==> src/rtl/muldiv_pkg.sv <==
// Shared types and constants for the multiply/divide scheduler.
package muldiv_pkg;

    typedef enum logic [1:0] {
        OP_MULT  = 2'b00,
        OP_MULTU = 2'b01,
        OP_DIV   = 2'b10,
        OP_DIVU  = 2'b11
    } muldiv_op_t;

    typedef enum logic [1:0] {
        ST_IDLE = 2'b00,
        ST_MUL  = 2'b01,
        ST_DIV  = 2'b10,
        ST_DONE = 2'b11
    } muldiv_state_t;

    localparam int         DIV_STEPS     = 32;
    localparam logic [4:0] DIV_LAST_STEP = 5'(DIV_STEPS - 1);

    // Divide ops share the upper opcode bit.
    function automatic logic is_div_op(input muldiv_op_t op);
        return (op == OP_DIV) || (op == OP_DIVU);
    endfunction

    // Absolute value when the operand is treated as signed, raw value otherwise.
    // The most negative value maps onto 32'h8000_0000, which is correct as unsigned.
    function automatic logic [31:0] magnitude(input logic [31:0] v, input logic is_signed);
        logic [31:0] m;
        if (is_signed && v[31]) begin
            m = 32'd0 - v;
        end else begin
            m = v;
        end
        return m;
    endfunction

endpackage

==> src/rtl/div_iter.sv <==
// Restoring divider datapath: one quotient bit per step on unsigned magnitudes.
// Sequencing (start/step) and sign handling belong to the scheduler.
module div_iter
    import muldiv_pkg::*;
(
    input  logic        clk,
    input  logic        reset,
    input  logic        start,
    input  logic        step,
    input  logic [31:0] dividend,
    input  logic [31:0] divisor,
    output logic [31:0] quotient,
    output logic [31:0] remainder
);

    logic [31:0] rem_r;
    logic [31:0] quo_r;
    logic [31:0] dvs_r;
    logic [32:0] shifted_s;
    logic        fits_s;
    logic [31:0] rem_next_s;
    logic [31:0] quo_next_s;

    // One trial subtraction: shift the next dividend bit into the partial remainder.
    always_comb begin
        shifted_s  = {rem_r, quo_r[31]};
        fits_s     = (shifted_s >= {1'b0, dvs_r});
        quo_next_s = {quo_r[30:0], fits_s};
        if (fits_s) begin
            // Result is below the divisor, so the low 32 bits of the difference are exact.
            rem_next_s = shifted_s[31:0] - dvs_r;
        end else begin
            rem_next_s = shifted_s[31:0];
        end
    end

    // Remainder/quotient shift registers; start loads operands, step advances one bit.
    always_ff @(posedge clk or posedge reset) begin
        if (reset) begin
            rem_r <= 32'd0;
            quo_r <= 32'd0;
            dvs_r <= 32'd0;
        end else if (start) begin
            rem_r <= 32'd0;
            quo_r <= dividend;
            dvs_r <= divisor;
        end else if (step) begin
            rem_r <= rem_next_s;
            quo_r <= quo_next_s;
        end else begin
            rem_r <= rem_r;
            quo_r <= quo_r;
        end
    end

    assign quotient  = quo_r;
    assign remainder = rem_r;

endmodule

==> src/rtl/muldiv_scheduler.sv <==
// Shared MULT/MULTU/DIV/DIVU unit for the two issue slots: arbitration,
// fixed-latency multiply, 32-step divide, and a one-cycle done strobe.
module muldiv_scheduler
    import muldiv_pkg::*;
#(
    parameter int MUL_LAT = 4
) (
    input  logic        clk,
    input  logic        reset,
    input  logic        req0_valid,
    input  logic [1:0]  req0_op,
    input  logic [31:0] req0_a,
    input  logic [31:0] req0_b,
    output logic        req0_ready,
    input  logic        req1_valid,
    input  logic [1:0]  req1_op,
    input  logic [31:0] req1_a,
    input  logic [31:0] req1_b,
    output logic        req1_ready,
    input  logic        flush,
    output logic        busy,
    output logic        done_valid,
    output logic        done_slot,
    output logic [31:0] hi,
    output logic [31:0] lo
);

    // MUL state is held MUL_LAT-1 cycles: counter runs MUL_LAT-2 down to 0.
    localparam logic [4:0] MUL_LOAD = 5'(MUL_LAT - 2);

    muldiv_state_t state_r, state_next_s;
    muldiv_op_t    op_r, sel_op_s;
    logic [31:0]   a_r, b_r, sel_a_s, sel_b_s;
    logic          slot_r, sel_slot_s, accept_s;
    logic [4:0]    cnt_r;
    logic [31:0]   hi_r, lo_r, res_hi_s, res_lo_s;
    logic          div_start_s, div_step_s;
    logic [31:0]   div_quo_s, div_rem_s;
    logic [63:0]   ext_a_s, ext_b_s, product_s;
    logic [31:0]   quo_fix_s, rem_fix_s;

    // Arbitration: only IDLE accepts, slot 0 (older) has priority, flush blocks accept.
    always_comb begin
        req0_ready = 1'b0;
        req1_ready = 1'b0;
        accept_s   = 1'b0;
        sel_slot_s = 1'b0;
        sel_op_s   = muldiv_op_t'(req0_op);
        sel_a_s    = req0_a;
        sel_b_s    = req0_b;
        if ((state_r == ST_IDLE) && !flush && !reset) begin
            req0_ready = 1'b1;
            req1_ready = !req0_valid;
            if (req0_valid) begin
                accept_s = 1'b1;
            end else if (req1_valid) begin
                accept_s   = 1'b1;
                sel_slot_s = 1'b1;
                sel_op_s   = muldiv_op_t'(req1_op);
                sel_a_s    = req1_a;
                sel_b_s    = req1_b;
            end else begin
                accept_s = 1'b0;
            end
        end else begin
            accept_s = 1'b0;
        end
    end

    // Next-state and status outputs of the sequencing FSM.
    always_comb begin
        state_next_s = state_r;
        busy         = 1'b1;
        done_valid   = 1'b0;
        div_step_s   = 1'b0;
        case (state_r)
            ST_IDLE: begin
                busy = 1'b0;
                if (accept_s) begin
                    state_next_s = is_div_op(sel_op_s) ? ST_DIV : ST_MUL;
                end else begin
                    state_next_s = ST_IDLE;
                end
            end
            ST_MUL: begin
                if (flush) begin
                    state_next_s = ST_IDLE;
                end else if (cnt_r == 5'd0) begin
                    state_next_s = ST_DONE;
                end else begin
                    state_next_s = ST_MUL;
                end
            end
            ST_DIV: begin
                if (flush) begin
                    state_next_s = ST_IDLE;
                end else begin
                    div_step_s = 1'b1;
                    if (cnt_r == DIV_LAST_STEP) begin
                        state_next_s = ST_DONE;
                    end else begin
                        state_next_s = ST_DIV;
                    end
                end
            end
            ST_DONE: begin
                done_valid   = !flush;
                state_next_s = ST_IDLE;
            end
            default: begin
                busy         = 1'b0;
                state_next_s = ST_IDLE;
            end
        endcase
    end

    // FSM state register.
    always_ff @(posedge clk or posedge reset) begin
        if (reset) begin
            state_r <= ST_IDLE;
        end else begin
            state_r <= state_next_s;
        end
    end

    // Latch the accepted request so operands stay stable while the unit works.
    always_ff @(posedge clk or posedge reset) begin
        if (reset) begin
            op_r   <= OP_MULT;
            a_r    <= 32'd0;
            b_r    <= 32'd0;
            slot_r <= 1'b0;
        end else if (accept_s) begin
            op_r   <= sel_op_s;
            a_r    <= sel_a_s;
            b_r    <= sel_b_s;
            slot_r <= sel_slot_s;
        end else begin
            op_r   <= op_r;
            a_r    <= a_r;
            b_r    <= b_r;
            slot_r <= slot_r;
        end
    end

    // Shared counter: multiply delay count-down, or divide step number 0..31.
    always_ff @(posedge clk or posedge reset) begin
        if (reset) begin
            cnt_r <= 5'd0;
        end else if (accept_s) begin
            cnt_r <= is_div_op(sel_op_s) ? 5'd0 : MUL_LOAD;
        end else if ((state_r == ST_MUL) && !flush && (cnt_r != 5'd0)) begin
            cnt_r <= cnt_r - 5'd1;
        end else if (div_step_s) begin
            cnt_r <= cnt_r + 5'd1;
        end else begin
            cnt_r <= cnt_r;
        end
    end

    assign div_start_s = accept_s && is_div_op(sel_op_s);

    div_iter u_div_iter (
        .clk       (clk),
        .reset     (reset),
        .start     (div_start_s),
        .step      (div_step_s),
        .dividend  (magnitude(sel_a_s, sel_op_s == OP_DIV)),
        .divisor   (magnitude(sel_b_s, sel_op_s == OP_DIV)),
        .quotient  (div_quo_s),
        .remainder (div_rem_s)
    );

    // Final result: product for multiplies, sign-corrected quotient/remainder for divides.
    always_comb begin
        ext_a_s   = (op_r == OP_MULT) ? {{32{a_r[31]}}, a_r} : {32'd0, a_r};
        ext_b_s   = (op_r == OP_MULT) ? {{32{b_r[31]}}, b_r} : {32'd0, b_r};
        product_s = ext_a_s * ext_b_s;
        quo_fix_s = div_quo_s;
        rem_fix_s = div_rem_s;
        res_hi_s  = product_s[63:32];
        res_lo_s  = product_s[31:0];
        if (op_r == OP_DIV) begin
            // Truncate toward zero: quotient sign from operand signs, remainder follows dividend.
            if (a_r[31] ^ b_r[31]) begin
                quo_fix_s = 32'd0 - div_quo_s;
            end else begin
                quo_fix_s = div_quo_s;
            end
            if (a_r[31]) begin
                rem_fix_s = 32'd0 - div_rem_s;
            end else begin
                rem_fix_s = div_rem_s;
            end
        end else begin
            quo_fix_s = div_quo_s;
            rem_fix_s = div_rem_s;
        end
        case (op_r)
            OP_MULT, OP_MULTU: begin
                res_hi_s = product_s[63:32];
                res_lo_s = product_s[31:0];
            end
            OP_DIV, OP_DIVU: begin
                if (b_r == 32'd0) begin
                    // Divide by zero is not trapped: all-ones quotient, raw dividend as remainder.
                    res_hi_s = a_r;
                    res_lo_s = 32'hFFFF_FFFF;
                end else begin
                    res_hi_s = rem_fix_s;
                    res_lo_s = quo_fix_s;
                end
            end
            default: begin
                res_hi_s = product_s[63:32];
                res_lo_s = product_s[31:0];
            end
        endcase
    end

    // HI/LO commit on the edge leaving DONE; a flush in DONE discards the result.
    always_ff @(posedge clk or posedge reset) begin
        if (reset) begin
            hi_r <= 32'd0;
            lo_r <= 32'd0;
        end else if ((state_r == ST_DONE) && !flush) begin
            hi_r <= res_hi_s;
            lo_r <= res_lo_s;
        end else begin
            hi_r <= hi_r;
            lo_r <= lo_r;
        end
    end

    assign hi        = hi_r;
    assign lo        = lo_r;
    assign done_slot = slot_r;

endmodule

==> config.mk <==
export PLATFORM = sky130hd
export DESIGN_NAME = muldiv_scheduler
export DESIGN_NICKNAME = d
export VERILOG_FILES = /design/src/rtl/muldiv_pkg.sv /design/src/rtl/div_iter.sv /design/src/rtl/muldiv_scheduler.sv
export SDC_FILE = /design/constraint.sdc
export NUM_CORES = 2
export LEC_CHECK = 0
export ABC_AREA = 1
export CELL_PAD_IN_SITES_DETAIL_PLACEMENT = 0
export CELL_PAD_IN_SITES_GLOBAL_PLACEMENT = 1
export CORE_MARGIN = 3
export CORE_UTILIZATION = 40
export CTS_CLUSTER_DIAMETER = 30
export DETAILED_ROUTE_END_ITERATION = 7
export HOLD_SLACK_MARGIN = 0.12
export PLACE_DENSITY_LB_ADDON = 0.1
export SYNTH_ARGS = -nofsm -noshare
export SYNTH_HDL_FRONTEND = slang
export SYNTH_HIERARCHICAL = 1
export SYNTH_SLANG_ARGS = --single-unit
==> constraint.sdc <==
create_clock -name clk -period 21 [get_ports clk]
set_input_delay 3.15 -clock clk [delete_from_list [all_inputs] [get_ports clk]]
set_output_delay 3.15 -clock clk [all_outputs]
set_load 0.01 [all_outputs]
# Word-level counts from Yosys, hierarchy flattened
# Cells that the tools add are included.
# totals
register_bits	234
inputBits	137
out_inout_bits	69
elab_cells	99
# classes
n_bitwise	1
n_reduce_logical	21
muxes	48
order_cmp	1
n_addsub	7
n_eq_ne	9
n_mul	1
# op_table
operator	n
$mux 32	19
$mux 64	2
$pmux 32 s2	2
$sub 1x32->32 const A	4
$mul 64x64->64	1
$ge 33x32->1	1
$logic_not 32->1	1
$sub 32x32->32	1
$mux 2	9
$mux 5	3
$eq 2x2->1 const B	6
$mux 1	12
$logic_and 1x1->1	8
$pmux 2 s4	1
$add 5x1->5 const B	1
$eq 5x5->1 const B	1
$logic_not 5->1	1
$reduce_bool 5->1	1
$sub 5x1->5 const B	1
$eq 2x1->1 const B	2
$logic_not 2->1	2
$reduce_or 2->1	2
$logic_not 1->1	3
$reduce_bool 3->1	1
3 further kinds	3

# Longest topological paths before layout
# logic_depth
word_depth	9
depth_mapped	46

# By module
# The synthesis kept the hierarchy.
# modules_own_cells
mod	n_inst	cells_each	seq_area_each_um2	area_per_inst_um2
muldiv_scheduler	1	7841	3453.3	60730.7
div_iter	1	1082	2402.3	6976.7

# Worst setup path before layout
# Ideal clock, no wire load.
# synth_timing
path_kind	register -> register
start	register op_r[1]
end	register hi_r[31], in the netlist hi[31]
required_ps	20923
path_buffers	4
stages_incl_launch_ff	39
arrival_ps	9234
path_slack_ps	11688
path_cell_list	dfrtp_1 -> buf_2 -> nor2_2 -> inv_1 -> clkbuf_1 -> buf_1 -> buf_1 -> nor2_1 -> fa_1 -> inv_1 -> fa_1 -> inv_1 -> fa_1 -> inv_1 -> fa_1 -> inv_1 -> fa_1 -> fa_1 -> [3 not listed] -> inv_1 -> fa_1 -> inv_1 -> fa_1 -> inv_1 -> ha_1 -> nand2_1 -> nor3_1 -> nand2_1 -> nor2_1 -> inv_1 -> nor2_1 -> nor2_1 -> nand2_1 -> inv_1 -> nand2_1 -> nand3_1 -> a21oi_1
# synth_between
elab_chain_cells	4
# synth_lines
element	line_no	text
from (decl)	muldiv_scheduler.sv:32	muldiv_op_t op_r, sel_op_s;
from (signal assigned)	muldiv_scheduler.sv:134	op_r <= sel_op_s;
from (signal assigned)	muldiv_scheduler.sv:139	op_r <= op_r;
$logic_not 2->1 or $eq 2x2->1 (tied branches)	--	
$mux 64, or another cell as far along	muldiv_scheduler.sv:176	ext_a_s = (op_r == OP_MULT) ? {{32{a_r[31]}}, a_r} : {32'd0, a_r};
$mul 64x64->64 or $mux 32 (tied branches)	muldiv_scheduler.sv:178, muldiv_scheduler.sv:205	
$pmux 32 s2 (*)	muldiv_scheduler.sv:199	case (op_r)
to (signal assigned)	muldiv_scheduler.sv:227	hi_r <= res_hi_s;
to (signal assigned)	muldiv_scheduler.sv:230	hi_r <= hi_r;
to (decl)	muldiv_scheduler.sv:36	logic [31:0] hi_r, lo_r, res_hi_s, res_lo_s;
# Mark *: on every way between the ends. The rest lies on a longest branch, timed or not.
# A chain may end at the register's enable or synchronous reset.

# Worst setup path after layout
# layout_timing
start	register op_r[0]
end	register hi_r[16], in the netlist hi[16]
# Same word-level chain as after synthesis.

==> results.sh <==
export IMPL_status="finished, final reports clean"
export IMPL_rr_startpoint="op_r[0]"
export IMPL_post_route_core_utilization_pct=44.1
export IMPL_core_area_um2=168000
export IMPL_cts_tree="done"
export IMPL_viasPerCell=5.04
export IMPL_holdPathStages=2
export IMPL_grt_util_met3_pct=4.51
export IMPL_synth_edf_count=0
export IMPL_finalHoldViolations=0
export IMPL_antenna_violations_before_repair=7
export IMPL_synth_cells=8923
export IMPL_gp_congestion=0.944
export IMPL_die_width_um=417
export IMPL_critPathBufInv=7
export IMPL_drt_pre_antenna_iters=6
export IMPL_tightest_slew_ns=1.22
export IMPL_io_buffers=205
export IMPL_clock_tree_htree_level_count=2
export IMPL_start_util_pct=40.4
export IMPL_total_global_route_track_usage_pct=32.3
export IMPL_fp_row_count=150
export IMPL_timing_critical_path_to_type="flop"
export IMPL_fillerInstances=17332
export IMPL_tns_ns=0
export IMPL_crit_path_max_cell_delay_ns=0.89
export IMPL_worst_r2r_path_depth=30
export IMPL_synth_sequential_area_ratio_pct=8.65
export IMPL_worst_hold_path_endpoint="done_slot"
export IMPL_hold_class="flop to flop"
export IMPL_ctsRootBufferMaster="clkbuf_16"
export IMPL_grt_setup_unrepaired="no"
export IMPL_hpwl_mm=227
export IMPL_holdBufCountCts=0
export IMPL_post_cts_repair_setup_buffers=0
export IMPL_detail_route_drc_violations=0
export IMPL_die_area_um2=174000
export IMPL_final_period_utilization_pct=50.9
export IMPL_cts_sink_count=234
export IMPL_crit_path_start_kind="flop"
export IMPL_wire_length_of_the_first_global_routing_pass_mm=411
export IMPL_setup_reg_to_reg_worst_slack_ns=10.32
export IMPL_grt_use_met1_pct=45.5
export IMPL_ys_seq_elements=234
export IMPL_path_clk_slew_ns=0.06
export IMPL_yosysWarnings=6
export IMPL_netlist_area_um2=67700
export IMPL_slew_viol_final=0
export IMPL_critical_path_max_fanout=13
export IMPL_die_height_um=417
export IMPL_asyncSetResetFlopFracSynth_pct=100
export IMPL_wl_per_cell_um=24.6
export IMPL_grt_busiest_layer="met2"
export IMPL_critical_path_required_ns=21.53
export IMPL_max_cap_viol_count=0
export IMPL_grt_use_met2_pct=51.7
export IMPL_nets=10835
export IMPL_max_clock_buf_depth=3
export IMPL_ctsResizeCount=0
export IMPL_crit_family="adder cells"
export IMPL_ios=206
export IMPL_ys_flop_type="dfrtp_1"
export IMPL_ys_types=60
export IMPL_grt_max_degree=93
export IMPL_syn2layout_area_growth_pct=9.20
export IMPL_timing_fmax_mhz=93.6
export IMPL_final_clock_skew_ns=0.0350
export IMPL_grt_overflow_total=0
export IMPL_hold_path_startpoint="done_slot"
export IMPL_worst_path_most_repeated_cell="fa_1"
export IMPL_avg_cell_area_syn_um2=7.59
export IMPL_normalized_max_slew_margin_pct=18.2
export IMPL_setup_violations_final=0
export IMPL_num_vias=56365
export IMPL_timing_critical_path_slowest_stage_cell="fa_1"
export IMPL_instances_no_fill=11186
export IMPL_wirelength_mm=275
export IMPL_dp_cells=11070
export IMPL_cts_buffers_inserted=61
export IMPL_route_antenna_remaining_nets=0
export IMPL_finalCriticalPeriod_ns=10.68
export IMPL_clkLatencyLatePin_ns=0.66
export IMPL_vias_in_the_first_global_route=59786
export IMPL_regToRegEndpoint="hi[16]"
export IMPL_postSynthNetCount=10829
export IMPL_layout_cells_sized_above_1_pct=4.28
export IMPL_dr_first_iter_drc_count=4809
export IMPL_arrival_ns=11.21
export IMPL_worst_setup_path_type="flop to flop"
==> synthesized netlist by cell type, types with 27 or more instances <==
library cell	n	area, µm²
a21oi_1	207	1040
a31oi_1	31	194
clkbuf_1	324	1220
dfrtp_1	234	5860
fa_1	1425	28500
ha_1	344	4300
inv_1	2606	9780
inv_2	27	101
nand2_1	2280	8560
nand3_1	217	1090
nand3b_1	27	203
nand4_1	46	288
nor2_1	418	1570
nor3_1	43	215
o211ai_1	33	248
o21ai_0	239	1200
o21ai_1	35	175
o21ai_2	34	298
xnor2_1	30	263
xor2_1	97	850
==> worst max path at each step <==
stage            start  endpoint  slack, ns  cells past startpoint
3_3_place_gp   op_r[0]    hi[31]      10.56                     34
2_1_floorplan  op_r[1]    hi[31]      11.69                     38
4_1_cts        op_r[0]    hi[31]      10.30                     34
3_5_place_dp   op_r[0]    hi[31]      10.40                     34
6_report       op_r[0]    hi[16]      10.32                     30
5_1_grt        op_r[0]    hi[31]       9.67                     34
==> cells in the final DEF (no fill, tap or decap), drive strengths merged, types with 30 or more instances in the layout <==
master / Yosys / final
inv: 2633 / 2642
nand2: 2302 / 2302
fa: 1425 / 1425
nor2: 446 / 446
ha: 344 / 344
o21ai: 310 / 310
dfrtp: 234 / 234
nand3: 223 / 223
a21oi: 207 / 207
clkdlybuf4s50: 0 / 205
buf: 42 / 104
xor2: 97 / 97
clkbuf: 324 / 69
nand4: 46 / 46
nor3: 46 / 46
o211ai: 33 / 33
a31oi: 31 / 31
xnor2: 30 / 30
==> sequential cells by signal, indices dropped and copies added, names as in the netlist, 5 cells and up <==
signal                cells
a_r                      32
b_r                      32
cnt_r                     5
hi                       32
lo                       32
u_div_iter/dvs_r         32
u_div_iter/quotient      32
u_div_iter/remainder     32
==> cell families after synthesis <==
family | after synthesis | synth area share, %
buffers and inverters | 3002 | 16.9
AND/OR/NAND/NOR | 3140 | 18.8
XOR/XNOR | 127 | 1.64
adder cells (fa/ha/maj) | 1769 | 48.5
AO/OA/AOI/OAI | 647 | 5.47
flip-flops | 234 | 8.65
multiplexers | 4 | 0.0665
==> per-stage QoR <==
| step | hold slack [ns] | setup slack, ns | cell area [µm²] |
|---|---|---|---|
| after floorplan | 0.474 | 11.69 | 67700 |
| after CTS | 0.483 | 10.30 | 73900 |
| after global placement | 0.462 | 10.56 | 71800 |
| after global routing | 0.507 | 9.67 | 73900 |
| after detailed placement | 0.466 | 10.40 | 71800 |
| final | 0.475 | 10.32 | 73900 |
==> tightest hold or removal path: cells and delay by family (launching register included) <==
family,cells,cell delay [ns]
and+or+nand+nor,2,0.10
DFF,1,0.34
==> routing by layer <==
layer	share of wire [%]	wire length (µm)	vias up
met3	6.9	18900	380
met4	3.6	9810	4
met2	45	125000	1950
met1	44	121000	28557
met5	0.0084	23	-
li1	-	-	25474
==> layout make-up <==
cell class                      count  area, µm²  share of cell area, %
Timing Repair Buffer              309       2830                   3.83
Tap cell                         2204       2760                   3.73
Clock inverter                     45        455                  0.616
Clock buffer                       69       1630                   2.20
Inverter                         2636       9900                   13.4
Multi-Input combinational cell   5687      50500                   68.3
Sequential cell                   234       5870                   7.94
Antenna cell                        2       5.00                0.00677
Power is left out: the tool's default activity adds up to more than one toggle a clock period on the data nets, which glitch-free logic cannot reach.
